## config.mk

```make
export PLATFORM = sky130hd
export DESIGN_NAME = config_chain_loader_flat
export DESIGN_NICKNAME = d
export VERILOG_FILES = /design/src/rtl/config_chain_loader_if.sv /design/src/rtl/config_chain_loader.sv /design/src/flat_wrapper.sv
export SDC_FILE = /design/constraint.sdc
export NUM_CORES = 1
export LEC_CHECK = 0
export ABC_AREA = 1
export ABC_CLOCK_PERIOD_IN_PS = 2500
export CORE_MARGIN = 4
export CORE_UTILIZATION = 45
export DETAILED_ROUTE_END_ITERATION = 16
export HOLD_SLACK_MARGIN = 0.06
export PLACE_DENSITY_LB_ADDON = 0.2
export SYNTH_ARGS = -nofsm -noshare
export SYNTH_HDL_FRONTEND = slang
export SYNTH_SLANG_ARGS = --single-unit
```

## constraint.sdc

```tcl
create_clock -name clock -period 2.5 [get_ports clock]
set_input_delay 0.5 -clock clock [delete_from_list [all_inputs] [get_ports clock]]
set_output_delay 0.5 -clock clock [all_outputs]
set_load 0.005 [all_outputs]
```

## src/rtl/config_chain_loader_if.sv

```systemverilog
// Host word channel into the configuration chain loader (valid/ready).
interface config_chain_loader_if #(
  parameter int WORD_WIDTH = 8
);
  logic [WORD_WIDTH-1:0] word_data;
  logic                  word_valid;
  logic                  word_ready;

  modport master (
    output word_data,
    output word_valid,
    input  word_ready
  );

  modport slave (
    input  word_data,
    input  word_valid,
    output word_ready
  );
endinterface

```

## src/rtl/config_chain_loader.sv

```systemverilog
// Serial configuration chain loader: clears the tile chain, shifts exactly
// CHAIN_LENGTH bits taken LSB first from host words, then releases the fabric.
//
// state   | meaning
// --------+-----------------------------------------------------------
// S_IDLE  | waiting for start, fabric held off
// S_CLEAR | config_nreset low for CLEAR_CYCLES cycles
// S_LOAD  | word_ready high, waiting for a host word
// S_SHIFT | one chain bit per cycle from the captured word
// S_DONE  | chain loaded, fabric released until start or abort
module config_chain_loader #(
  parameter int CHAIN_LENGTH = 216,
  parameter int WORD_WIDTH   = 8,
  parameter int CLEAR_CYCLES = 4
) (
  input  logic                  clock,
  input  logic                  nreset,
  input  logic                  start,
  input  logic                  abort,
  config_chain_loader_if.slave  host,
  output logic                  config_in,
  output logic                  config_enable,
  output logic                  config_nreset,
  output logic                  busy,
  output logic                  done,
  output logic                  fabric_nreset,
  output logic                  fabric_enable
);

  localparam int TW = $clog2(CHAIN_LENGTH + 1);
  localparam int IW = $clog2(WORD_WIDTH + 1);
  localparam int CW = $clog2(CLEAR_CYCLES + 1);

  localparam logic [TW-1:0] CHAIN_LEN_T = TW'(CHAIN_LENGTH);
  localparam logic [IW-1:0] WORD_LEN_T  = IW'(WORD_WIDTH);
  localparam logic [CW-1:0] CLR_LOAD    = CW'(CLEAR_CYCLES - 1);

  typedef enum logic [2:0] {
    S_IDLE  = 3'd0,
    S_CLEAR = 3'd1,
    S_LOAD  = 3'd2,
    S_SHIFT = 3'd3,
    S_DONE  = 3'd4
  } state_t;

  state_t                state_q, state_d;
  logic [WORD_WIDTH-1:0] shift_q, shift_d;
  logic [IW-1:0]         bit_idx_q, bit_idx_d;
  logic [TW-1:0]         bit_total_q, bit_total_d;
  logic [CW-1:0]         clr_cnt_q, clr_cnt_d;

  logic [IW-1:0]         bit_idx_inc;
  logic [TW-1:0]         bit_total_inc;

  // Registered outputs, so every port is driven straight from a flop.
  logic word_ready_q,    word_ready_d;
  logic config_in_q,     config_in_d;
  logic config_enable_q, config_enable_d;
  logic config_nreset_q, config_nreset_d;
  logic busy_q,          busy_d;
  logic done_q,          done_d;
  logic fabric_nreset_q, fabric_nreset_d;
  logic fabric_enable_q, fabric_enable_d;

  assign bit_idx_inc   = bit_idx_q + 1'b1;
  assign bit_total_inc = bit_total_q + 1'b1;

  // State, datapath and output registers; reset leaves the chain in clear.
  always_ff @(posedge clock or negedge nreset) begin
    if (!nreset) begin
      state_q         <= S_IDLE;
      shift_q         <= '0;
      bit_idx_q       <= '0;
      bit_total_q     <= '0;
      clr_cnt_q       <= '0;
      word_ready_q    <= 1'b0;
      config_in_q     <= 1'b0;
      config_enable_q <= 1'b0;
      config_nreset_q <= 1'b0;
      busy_q          <= 1'b0;
      done_q          <= 1'b0;
      fabric_nreset_q <= 1'b0;
      fabric_enable_q <= 1'b0;
    end else begin
      state_q         <= state_d;
      shift_q         <= shift_d;
      bit_idx_q       <= bit_idx_d;
      bit_total_q     <= bit_total_d;
      clr_cnt_q       <= clr_cnt_d;
      word_ready_q    <= word_ready_d;
      config_in_q     <= config_in_d;
      config_enable_q <= config_enable_d;
      config_nreset_q <= config_nreset_d;
      busy_q          <= busy_d;
      done_q          <= done_d;
      fabric_nreset_q <= fabric_nreset_d;
      fabric_enable_q <= fabric_enable_d;
    end
  end

  // Next-state and datapath update; abort overrides start and the word handshake.
  always_comb begin
    state_d     = state_q;
    shift_d     = shift_q;
    bit_idx_d   = bit_idx_q;
    bit_total_d = bit_total_q;
    clr_cnt_d   = clr_cnt_q;
    if (abort) begin
      state_d = S_IDLE;
    end else begin
      case (state_q)
        S_IDLE, S_DONE: begin
          if (start) begin
            state_d     = S_CLEAR;
            clr_cnt_d   = CLR_LOAD;
            bit_total_d = '0;
          end
        end
        S_CLEAR: begin
          if (clr_cnt_q == '0) begin
            state_d = S_LOAD;
          end else begin
            clr_cnt_d = clr_cnt_q - 1'b1;
          end
        end
        S_LOAD: begin
          if (host.word_valid) begin
            shift_d   = host.word_data;
            bit_idx_d = '0;
            state_d   = S_SHIFT;
          end
        end
        S_SHIFT: begin
          shift_d     = shift_q >> 1;
          bit_idx_d   = bit_idx_inc;
          bit_total_d = bit_total_inc;
          // Chain full wins over word exhausted: leftover word bits are dropped.
          if (bit_total_inc == CHAIN_LEN_T) begin
            state_d = S_DONE;
          end else if (bit_idx_inc == WORD_LEN_T) begin
            state_d = S_LOAD;
          end
        end
        default: state_d = S_IDLE;
      endcase
    end
  end

  // Output decode from the state being entered, registered alongside it.
  always_comb begin
    word_ready_d    = (state_d == S_LOAD);
    config_enable_d = (state_d == S_SHIFT);
    config_in_d     = (state_d == S_SHIFT) ? shift_d[0] : 1'b0;
    config_nreset_d = (state_d != S_CLEAR);
    busy_d          = (state_d == S_CLEAR) || (state_d == S_LOAD) || (state_d == S_SHIFT);
    done_d          = (state_d == S_DONE);
    fabric_nreset_d = (state_d == S_DONE);
    fabric_enable_d = (state_d == S_DONE);
  end

  assign host.word_ready = word_ready_q;
  assign config_in       = config_in_q;
  assign config_enable   = config_enable_q;
  assign config_nreset   = config_nreset_q;
  assign busy            = busy_q;
  assign done            = done_q;
  assign fabric_nreset   = fabric_nreset_q;
  assign fabric_enable   = fabric_enable_q;

endmodule

```

## src/flat_wrapper.sv

```systemverilog
// flat-port wrapper written by rule: the top's interface ports become plain ports
module config_chain_loader_flat 
#(
  parameter int CHAIN_LENGTH = 216,
  parameter int WORD_WIDTH   = 8,
  parameter int CLEAR_CYCLES = 4
)
  (clock, nreset, start, abort, config_in, config_enable, config_nreset, busy, done, fabric_nreset, fabric_enable, host_word_data, host_word_valid, host_word_ready);
  config_chain_loader_if #(.WORD_WIDTH(WORD_WIDTH)) host_i ();
  input  logic clock;
  input  logic nreset;
  input  logic start;
  input  logic abort;
  output logic config_in;
  output logic config_enable;
  output logic config_nreset;
  output logic busy;
  output logic done;
  output logic fabric_nreset;
  output logic fabric_enable;
  input wire logic [$bits(host_i.word_data)-1:0] host_word_data;
  input wire logic [$bits(host_i.word_valid)-1:0] host_word_valid;
  output wire logic [$bits(host_i.word_ready)-1:0] host_word_ready;
  assign host_i.word_data = host_word_data;
  assign host_i.word_valid = host_word_valid;
  assign host_word_ready = host_i.word_ready;
  config_chain_loader #(.CHAIN_LENGTH(CHAIN_LENGTH), .WORD_WIDTH(WORD_WIDTH), .CLEAR_CYCLES(CLEAR_CYCLES)) u_core (.clock(clock), .nreset(nreset), .start(start), .abort(abort), .host(host_i), .config_in(config_in), .config_enable(config_enable), .config_nreset(config_nreset), .busy(busy), .done(done), .fabric_nreset(fabric_nreset), .fabric_enable(fabric_enable));
endmodule
```

======== Word level (Yosys, flattened, before mapping) ========
Cells that the tools add are included.
word-level totals
  register bits ........................... 32
  bits in latches ......................... 0
  RAM bits ................................ 0
  ROM bits ................................ 0
  input bits .............................. 13
  output and inout bits ................... 8
  word-level logic and storage cells ...... 59
  memories ................................ 0
operators by class
  add/subtract/negate cells ............... 3
  multiply operators ...................... 0
  divide/modulo/power cells ............... 0
  magnitude comparators ................... 0
  eq/ne operators ......................... 14
  shifts and indexed selects .............. 0
  muxes and demuxes ....................... 18
  bitwise gates (word level) .............. 1
  reduce and logical (&&, ||, !) cells .... 11
operators with widths
  operator                                                                 count
  8-bit case mux with 2 select lines                                       2
  3-bit two-way mux                                                        8
  8-bit two-way mux                                                        2
  3-bit by 2-bit equality test with 1-bit output, second input constant    4
  3-bit case mux with 4 select lines                                       1
  8-bit by 1-bit adder with 8-bit output, second input constant            1
  8-bit equality test, second input constant                               1
  4-bit case mux with 2 select lines                                       1
  3-bit by 1-bit equality test with 1-bit output, second input constant    2
  3-bit equality test, second input constant                               2
  3-bit logical NOT                                                        2
  2-bit inequality test, second input constant                             3
  3-bit case mux with 2 select lines                                       1
  3-bit AND reduction                                                      2
  2-bit nonzero test                                                       3
  4-bit by 1-bit adder with 4-bit output, second input constant            1
  4-bit equality test, second input constant                               1
  4-bit two-way mux                                                        1
  4-bit AND reduction                                                      1
  3-bit by 1-bit inequality test with 1-bit output, second input constant  1
  3-bit by 1-bit subtractor with 3-bit output, second input constant       1
  1-bit logical OR                                                         2
  1-bit two-way mux                                                        2
  2-bit OR reduction                                                       1
  1-bit NOT                                                                1

======== Logic depth before layout (Yosys ltp) ========
Gate-level depths: netlist of the first run.
  depth in word-level cells ............... 9
  depth in mapped cells ................... 12
  gate-level depth less buffers ........... 12

======== Worst setup path before layout of the first run ========
Ideal clock, no wire load.
  path type ............................... reg-to-reg
  from .................................... register u_core.bit_total_q[0]
  to ...................................... register u_core.config_in_q (netlist: u_core.config_in)
  data arrival time ....................... 1.391 ns
  path slack .............................. 0.984 ns
  cell stages (with the launch flop) ...... 12
  buffers on the path ..................... 0
  cells stage by stage .................... dfrtp_1 ha_1 nand3_1 nand2_1 nand2_1 nand3_1 nor2_2 nand2_2 nand2_1 nand3_1 nand3_1 nor2_1
on the way
  longest elaborated chain between the ends .. 7
ends and longest elaborated chain
  element                                         line                        text
  start, declared                                 config_chain_loader.sv:49   logic [TW-1:0] bit_total_q, bit_total_d;
  start signal, assigned                          config_chain_loader.sv:88   bit_total_q <= bit_total_d;
  8-bit by 1-bit adder with 8-bit output          config_chain_loader.sv:66   assign bit_total_inc = bit_total_q + 1'b1;
  8-bit equality test                             config_chain_loader.sv:138  if (bit_total_inc == CHAIN_LEN_T) begin
  3-bit two-way mux                               config_chain_loader.sv:138
  3-bit case mux with 4 select lines              config_chain_loader.sv:111  case (state_q)
  3-bit two-way mux                               config_chain_loader.sv:108  if (abort) begin
  3-bit by 2-bit equality test with 1-bit output  config_chain_loader.sv:153  config_in_d = (state_d == S_SHIFT) ? shift_d[0] : 1'b0;
  1-bit two-way mux                               config_chain_loader.sv:153
  via u_core.config_in_d                          config_chain_loader.sv:57   logic config_in_q, config_in_d;
  end signal, assigned                            config_chain_loader.sv:91   config_in_q <= config_in_d;
  end, declared                                   config_chain_loader.sv:57
The timed path passes the listed nets, and every way through them passes these cells.
A chain may end at the register's enable or synchronous reset.

======== Worst setup path after layout of the first run ========
Ends and elaborated chain as after synthesis.

==> results.txt, run 1 <==
GRT overflow - 0
Hold Path Class - reg -> reg
final critical-path share of the clock period - 70.1%
clk sink count - 32
Chip Width - 67.1 microns
crit path kind - reg -> reg
CP endpoint kind - flip-flop
fin nets - 233
dominant cells by area after synthesis - dfrtp_1 (51%), nand2_1 (12%), inv_1 (6.9%), nand3_1 (3.8%), nor2_1 (3.6%)
port buffer count - 20
CP max FO - 5
initial antenna violation count - 0
reg2reg start - u_core.bit_total_q[0]
Mapped Cells - 191
pwr/cell area - 692 nW/um^2
RSZ-0062 raised after global routing - no
hold_buf cts - 0
Worst Setup SP - u_core.bit_total_q[0]
CTS buffer count - 5
DRT Wirelength - 2940 microns
Yosys warnings - 0
Post-synth EDFFs - 0
vias in the first global route - 1277
WL/cell - 11.2 microns
first-pass GRT wire length - 5350 microns
initial DRC count - 62
Slew headroom - 65.2%
worst vdd ir - 368 uV
LEAKAGE - 0.915 nW
# IOs - 21
Switch Pwr - 0.000380 W
min Tclk post-route - 1.75 ns
Antenna Cells - 0
die area - 4500 sq um
clock root cell - clkbuf_4
Max-Cap Viols - 0
P_int - 0.000931 W
Vias - 1278
Slew Viols, Final - 0
non-filler cells, final - 263
initial core utilization - 46.7%
Mapped Nets - 208
postcts setup bufs - 0
# H-tree levels - 2
Worst-Margin Slew - 0.519 ns
Reg-to-Reg End - u_core.config_in
CTS tree - done
Worst-path clk slew - 0.10 ns
logic gate share of total power - 20.1%
die height - 67.1 microns
top_reg_cell synth - dfrtp_1
# setup viols final - 0
CP Launch Type - flip-flop
setup_tns - 0 ns
share of layout cells above drive strength 1 - 10.1%
Site Rows - 21
Post-synth ARST share - 100%
Worst Setup EP - u_core.config_in
Layout area overhead - 20.7%
Reg2Reg Depth - 10
placer congestion estimate - 0.806
Seq pwr share - 50.1%
DRT Pass-1 Iters - 4
Switching Fraction - 29.0%
Yosys reg bits - 32
area share of the largest cell type after synthesis - 51.0%
DRT antenna net count - 0
arrival time of the worst setup path - 1.98 ns
DRC - 0
Peak Freq - 0.571 GHz
synth unique cells - 25
Synth Cell Area - 1570 sq um
Final HPWL DP - 2210 microns
Reg2Reg Setup Slack - 0.75 ns
Synth area leader - dfrtp_1
Final Hold Viols - 0
hold path depth - 2
status - complete, no violations
Placed Cells incl. Taps - 255
core area - 3360 sq um
largest net degree at the start of global routing - 33
Worst EP required - 2.72 ns
clock skew - 0.00415 ns
clk buf depth - 2
Clock Power Share - 29.8%
via/cell ratio - 4.86
sequential area share after synthesis - 51.0%
All-Layer GR Usage - 16.1%
Mean Syn Cell Area - 8.21 sq um
post-cts repair resize count - 0
worst skew pair latency - 0.33 ns
-- critical path, stage by stage (launching register included) --
cell and delay, ns:
dfrtp_1 0.44, ha_1 0.25, nand3_1 0.14, o21ai_1 0.15
nand2_1 0.09, nor2_2 0.16, nand2_2 0.07, nand2_1 0.06
nand3_1 0.10, nand3_1 0.12, nor2_1 0.06
-- layout make-up --
class / count / area (sq um)
Clock buffer: 5 / 37.5
Clock inverter: 3 / 42.5
Timing Repair Buffer: 21 / 208
Fill cell: 334 / 1470
Multi-Input combinational cell: 125 / 632
Inverter: 31 / 116
Tap cell: 46 / 57.6
Sequential cell: 32 / 801
-- state kept, by name (all words and copies together), names as in the netlist, 3 cells and up --
signal              cells
u_core.bit_total_q      8
u_core.shift_q          8
u_core.bit_idx_q        4
u_core.clr_cnt_q        3
u_core.state_q          3
-- cells in the mapped netlist, types with 2 or more instances --
library cell	number
inv_2	2
a22oi_1	3
a21oi_1	6
inv_1	29
nand2_1	49
buf_4	2
nand2_2	5
nand3_1	12
a22o_1	2
ha_1	4
nor2_1	15
nor2_2	4
o211ai_1	2
o21ai_1	4
o21ai_0	9
o22ai_1	2
nand4_1	2
dfrtp_1	32
-- power groups by stage --
stage / clock network [W] / logic [W] / registers [W]
floorplan: 0 / 0.000174 / 0.000657
global placement: 0 / 0.000255 / 0.000664
detailed placement: 0 / 0.000266 / 0.000668
CTS: 0.000404 / 0.000268 / 0.000657
global route: 0.000426 / 0.000307 / 0.000671
finish: 0.000390 / 0.000264 / 0.000657
-- layer usage --
layer	GRT usage (%)	wire [microns]	part of all wire [%]	vias to the layer above
li1	-	-	-	655
met4	5.82	40	1.4	0
met5	0	0	0	-
met2	25.2	1290	44	33
met3	5.90	157	5.3	5
met1	20.1	1450	49	585
-- worst min-delay path by stage --
stage                                to                 from
floorplan           u_core.bit_idx_q[0]               nreset
global placement      u_core.shift_q[6]    u_core.shift_q[7]
detailed placement    u_core.shift_q[2]    u_core.shift_q[2]
CTS                 u_core.clr_cnt_q[0]  u_core.clr_cnt_q[0]
global route          u_core.shift_q[2]    u_core.shift_q[2]
finish                u_core.shift_q[2]    u_core.shift_q[2]
-- logic make-up after synthesis --
logic type | Yosys count | share of synthesized area, %
compound gates | 30 | 11.5
xor+xnor | 2 | 1.12
fa+ha+maj | 4 | 3.19
buf+inv | 34 | 8.69
flops | 32 | 51.0
simple gates | 89 | 24.5
-- per-stage QoR --
step	worst slack (ns)	power (W)	area (sq um)	hold slack (ns)	utilization (%)
finish	0.747	0.00131	1890	0.507	56.3
global route	0.493	0.00140	1890	0.519	56.3
floorplan	0.984	0.000831	1570	0.204	-
CTS	0.747	0.00133	1890	0.510	56.3
detailed placement	0.432	0.000934	1810	0.488	53.9
global placement	0.482	0.000919	1810	0.480	53.9
-- layout by cell type (no fill, tap or decap), types with 2 or more instances in the layout --
cell type        Yosys  final
a22oi_1              3      3
clkbuf_4             0      5
o22ai_1              2      2
o211ai_1             2      2
inv_2                2      2
clkdlybuf4s50_1      0     20
inv_1               29     29
a22o_1               2      2
nor2_2               4      4
a21oi_1              6      6
nor2_1              15     15
nand3_1             12     12
nand4_1              2      2
nand2_1             49     49
dfrtp_1             32     32
o21ai_0              9      9
nand2_2              5      5
o21ai_1              4      4
ha_1                 4      4
No activity file was read; power rests on OpenSTA's default activity.
==> run 2: changes to the inputs <==
--- a/config.mk
+++ b/config.mk
@@ -6,7 +6,7 @@
 export NUM_CORES = 1
 export LEC_CHECK = 0
 export ABC_AREA = 1
-export ABC_CLOCK_PERIOD_IN_PS = 2500
+export ABC_CLOCK_PERIOD_IN_PS = 1760
 export CORE_MARGIN = 4
 export CORE_UTILIZATION = 45
 export DETAILED_ROUTE_END_ITERATION = 16
==> constraint.sdc (replaced) <==
create_clock -name clock -period 1.76 [get_ports clock]
set_input_delay 0.352 -clock clock [delete_from_list [all_inputs] [get_ports clock]]
set_output_delay 0.352 -clock clock [all_outputs]
set_load 0.005 [all_outputs]
==> run 2 against run 1 <==
Compared with the run above: first-iteration DRC count is 39% lower; clock power hardly changed; largest cell class unchanged; power is 30% higher; global-route usage is 0.54 points lower; register-to-register slack worse by 0.57 ns; count of clock-buffer cells in the layout is 1 higher; critical endpoint unchanged; fmax is 10% higher; highest routed layer unchanged; setup slack worse by 0.57 ns; sequential power is 41% higher; utilization is 0.93 points higher.
==> results.txt, run 2 (synthesis gave the netlist of run 1 again) <==
arrival time of the worst setup path - 1.81 ns
share of layout cells above drive strength 1 - 12.6%
DRT antenna net count - 0
Reg-to-Reg End - u_core.config_in
min Tclk post-route - 1.59 ns
Antenna Cells - 0
pwr/cell area - 885 nW/um^2
CP max FO - 4
core area - 3360 sq um
clk sink count - 32
GRT overflow - 0
reg2reg start - u_core.bit_total_q[0]
Vias - 1322
CTS buffer count - 5
status - complete, no violations
Placement Cell Area - 1870 sq um
# IOs - 21
first-pass GRT wire length - 5140 microns
Site Rows - 21
CTS tree - done
Layout area overhead - 22.7%
die area - 4500 sq um
via/cell ratio - 4.93
placer congestion estimate - 0.819
Seq pwr share - 54.4%
Worst EP required - 1.98 ns
Worst-path clk slew - 0.10 ns
hold slack - 0.399 ns
largest net degree at the start of global routing - 33
Chip Width - 67.1 microns
initial core utilization - 46.7%
Switching Fraction - 30.6%
clock skew - 0.00912 ns
commonest non-fill, non-tap cell in the layout - nand2_1
WL/cell - 11.5 microns
final instance area - 1930 sq um
CP Cell Sequence - ha_2 > nand3_2 > nand2_1 > nand2_1 > nand3_1 > nor2_2 > nand2_2 > nand2_1 > nand3_1 > nand3_1 > nor2_1
Peak Freq - 0.630 GHz
Worst-Margin Slew - 0.550 ns
footprint of the multi-input gates - 639 sq um
postcts setup bufs - 0
Switch Pwr - 0.000522 W
crit path kind - reg -> reg
logic gate share of total power - 22.9%
sequential cell area - 801 sq um
Hold Path Class - in -> async
CP endpoint kind - flip-flop
most frequent cells in the layout - nand2_1 (49), dfrtp_1 (32), inv_1 (29)
worst vdd ir - 545 uV
initial DRC count - 38
die height - 67.1 microns
Slew Viols, Final - 0
Clock Power Share - 22.7%
All-Layer GR Usage - 15.5%
Final HPWL DP - 2300 microns
Worst Slack Setup Final - 0.173 ns
worst skew pair latency - 0.34 ns
worst path bufs/invs - 0
# H-tree levels - 2
Crit path max-delay family - simple AND/OR/NAND/NOR gates
LEAKAGE - 0.931 nW
Critical Path Slowest Stage Cell - dfrtp_1
port buffer count - 20
fin nets - 239
setup_tns - 0 ns
Reg2Reg Depth - 11
post-place setup slack - -0.0320 ns
biggest regs - u_core.bit_total_q x8, u_core.shift_q x8, u_core.bit_idx_q x4
CP Launch Type - flip-flop
clock root cell - clkbuf_4
Final Hold Viols - 0
# setup viols final - 0
Slew headroom - 63.1%
DRT Wirelength - 3090 microns
initial antenna violation count - 0
DRC - 0
final critical-path share of the clock period - 90.2%
P_int - 0.00118 W
clk buf depth - 2
Reg2Reg Setup Slack - 0.17 ns
# fillers - 334
vias in the first global route - 1189
Worst path max stage delay - 0.39 ns
DRT Pass-1 Iters - 4
RSZ-0062 raised after global routing - no
Max-Cap Viols - 0
-- run 2: worst max-delay path by stage --
stage	from	end	slack (ns)	cells after the start
after floorplan	u_core.bit_total_q[0]	u_core.config_in	0.24	11
after global placement	abort	u_core.bit_total_q[2]	0.02	5
after CTS	u_core.bit_total_q[0]	u_core.config_in	0.09	11
after global routing	u_core.bit_total_q[0]	u_core.config_in	0.009	10
final	u_core.bit_total_q[0]	u_core.config_in	0.17	11
after detailed placement	abort	u_core.bit_total_q[5]	-0.03	5
-- run 2: area by class of cell --
type,count,share of cell area [%]
Sequential cell,32,41.6
Multi-Input combinational cell,125,33.2
Tap cell,46,2.99
Clock inverter,1,0.260
Inverter,31,6.04
Timing Repair Buffer,27,13.8
Clock buffer,6,2.14
-- run 2: routing by layer --
layer  track usage, %  wire, microns  vias up
met4             6.08             51        0
li1                 -              -      677
met2             23.4           1410       22
met3             6.07            146        5
met1             19.8           1480      618
met5                0              0        -
-- run 2: power by group through the flow --
stage	logic [W]	registers (W)	clock network [W]
5_1_grt	0.000451	0.000943	0.000427
6_report	0.000390	0.000928	0.000387
4_1_cts	0.000395	0.000929	0.000402
3_5_place_dp	0.000393	0.000944	0
3_3_place_gp	0.000376	0.000940	0
2_1_floorplan	0.000247	0.000933	0
-- run 2: repair_timing --
| item | in CTS | in global routing |
|---|---|---|
| endpoints found under the setup margin | 0 | 3 |
| resized for setup | 0 | 2 |
| hold endpoints to repair | 0 | 0 |
| hold buffers | 0 | 0 |
-- run 2: metrics by stage --
stage / utilization, % / total power [W] / std cells
global placement: 55.7 / 0.00132 / 261
finish: 57.3 / 0.00170 / 268
floorplan: - / 0.00118 / 191
detailed placement: 55.7 / 0.00134 / 261
CTS: 57.0 / 0.00173 / 268
global route: 57.3 / 0.00182 / 268
==> run 3: changes to the inputs <==
--- a/config.mk
+++ b/config.mk
@@ -11,6 +11,7 @@
 export CORE_UTILIZATION = 45
 export DETAILED_ROUTE_END_ITERATION = 16
 export HOLD_SLACK_MARGIN = 0.06
+export MAX_ROUTING_LAYER = met4
 export PLACE_DENSITY_LB_ADDON = 0.2
 export SYNTH_ARGS = -nofsm -noshare
 export SYNTH_HDL_FRONTEND = slang
==> run 3 against run 2 <==
Compared with the run above: via count fell by 0.45%; global-route usage rose by 0.30 points; register-to-register slack barely moved; die area did not move; wire length fell by 0.68%; critical endpoint unchanged; largest cell class unchanged; highest routed layer unchanged.
==> results.txt, run 3 (synthesis gave the netlist of run 1 again) <==
initial core utilization - 46.7%
status - complete, no violations
DRT Wirelength - 3070 microns
placer congestion estimate - 0.831
RSZ-0062 raised after global routing - no
Vias - 1316
Worst-path clk slew - 0.09 ns
# fillers - 334
clk sink count - 32
LEAKAGE - 0.931 nW
largest net degree at the start of global routing - 33
Layout area overhead - 22.7%
CTS buffer count - 5
DRC - 0
CP max FO - 4
sequential cell area - 801 sq um
hold slack - 0.405 ns
Worst EP required - 1.98 ns
postcts setup bufs - 0
Switching Fraction - 30.4%
fin nets - 239
Reg2Reg Setup Slack - 0.17 ns
Slew Viols, Final - 0
# IOs - 21
reg2reg start - u_core.bit_total_q[0]
footprint of the multi-input gates - 639 sq um
Final HPWL DP - 2300 microns
WL/cell - 11.5 microns
Antenna Cells - 0
post-cts repair resize count - 0
Reg-to-Reg End - u_core.config_in
commonest non-fill, non-tap cell in the layout - nand2_1
CP endpoint kind - flip-flop
die area - 4500 sq um
CTS tree - done
Peak Freq - 0.630 GHz
Placement Cell Area - 1870 sq um
biggest regs - u_core.bit_total_q x8, u_core.shift_q x8, u_core.bit_idx_q x4
Hold Path Class - in -> async
GRT overflow - 0
Worst Slack Setup Final - 0.173 ns
Site Rows - 21
Max-Cap Viols - 0
Reg2Reg Depth - 11
Final Hold Viols - 0
crit path kind - reg -> reg
vias in the first global route - 1187
share of layout cells above drive strength 1 - 12.6%
arrival time of the worst setup path - 1.80 ns
# H-tree levels - 2
clk buf depth - 2
All-Layer GR Usage - 15.8%
Switch Pwr - 0.000518 W
worst skew pair latency - 0.33 ns
P_int - 0.00118 W
final instance area - 1930 sq um
initial DRC count - 37
hold_buf cts - 0
core area - 3360 sq um
port buffer count - 20
most frequent cells in the layout - nand2_1 (49), dfrtp_1 (32), inv_1 (29)
# setup viols final - 0
clock root cell - clkbuf_4
clock skew - 0.00618 ns
DRT antenna net count - 0
final critical-path share of the clock period - 90.2%
first-pass GRT wire length - 5150 microns
Seq pwr share - 54.6%
Worst-Margin Slew - 0.550 ns
die height - 67.1 microns
DRT Pass-1 Iters - 4
via/cell ratio - 4.91
initial antenna violation count - 0
Clock Power Share - 22.5%
CP Launch Type - flip-flop
min Tclk post-route - 1.59 ns
post-place setup slack - -0.0320 ns
logic gate share of total power - 22.9%
pwr/cell area - 883 nW/um^2
worst vdd ir - 545 uV
Slew headroom - 63.1%
Chip Width - 67.1 microns
## run 3: cell counts in the layout (fill, tap and decap cells not counted)
Identical to the previous run, type by type.
## run 3: critical path: stages, from the launching register on
cell and delay [ns]:
dfrtp_1 0.39, ha_2 0.22, nand3_2 0.09, nand2_1 0.06, nand2_1 0.08, nand3_1 0.10, nor2_2 0.14, nand2_2 0.08
nand2_1 0.06, nand3_1 0.10, nand3_1 0.12, nor2_1 0.05
## run 3: worst max path at each step
stage               slack (ns)  depth (start not counted)               endpoint                  start
floorplan                 0.24                         11       u_core.config_in  u_core.bit_total_q[0]
global placement          0.02                          5  u_core.bit_total_q[2]                  abort
detailed placement       -0.03                          5  u_core.bit_total_q[5]                  abort
CTS                       0.09                         11       u_core.config_in  u_core.bit_total_q[0]
global route             0.009                         10       u_core.config_in  u_core.bit_total_q[0]
finish                    0.17                         11       u_core.config_in  u_core.bit_total_q[0]
## run 3: layer usage
layer,vias up,track usage [%],wire (microns)
li1,677,-,-
met4,0,6.08,51
met1,612,20.1,1500
met3,5,5.06,123
met5,-,-,0
met2,22,23.4,1400
## run 3: power by group through the flow
| stage | Combinational, W | Clock [W] | Sequential (W) |
|---|---|---|---|
| final | 0.000390 | 0.000383 | 0.000928 |
| after global routing | 0.000451 | 0.000424 | 0.000943 |
| after CTS | 0.000395 | 0.000402 | 0.000929 |
| after detailed placement | 0.000393 | 0 | 0.000944 |
| after global placement | 0.000376 | 0 | 0.000940 |
| after floorplan | 0.000247 | 0 | 0.000933 |
## run 3: through the flow
stage | utilization [%] | std cells | power [W] | TNS, ns
after global placement | 55.7 | 261 | 0.00132 | 0
final | 57.3 | 268 | 0.00170 | 0
after CTS | 57.0 | 268 | 0.00173 | 0
after detailed placement | 55.7 | 261 | 0.00134 | -0.0487
after global routing | 57.3 | 268 | 0.00182 | 0
after floorplan | - | 191 | 0.00118 | 0
## run 3: layout make-up
class                   instances  share of cell area (%)
clock buffers                   6                    2.14
repair buffers                 27                    13.8
inverters                      31                    6.04
well taps                      46                    2.99
flip-flops and latches         32                    41.6
multi-input cells             125                    33.2
clock inverters                 1                   0.260
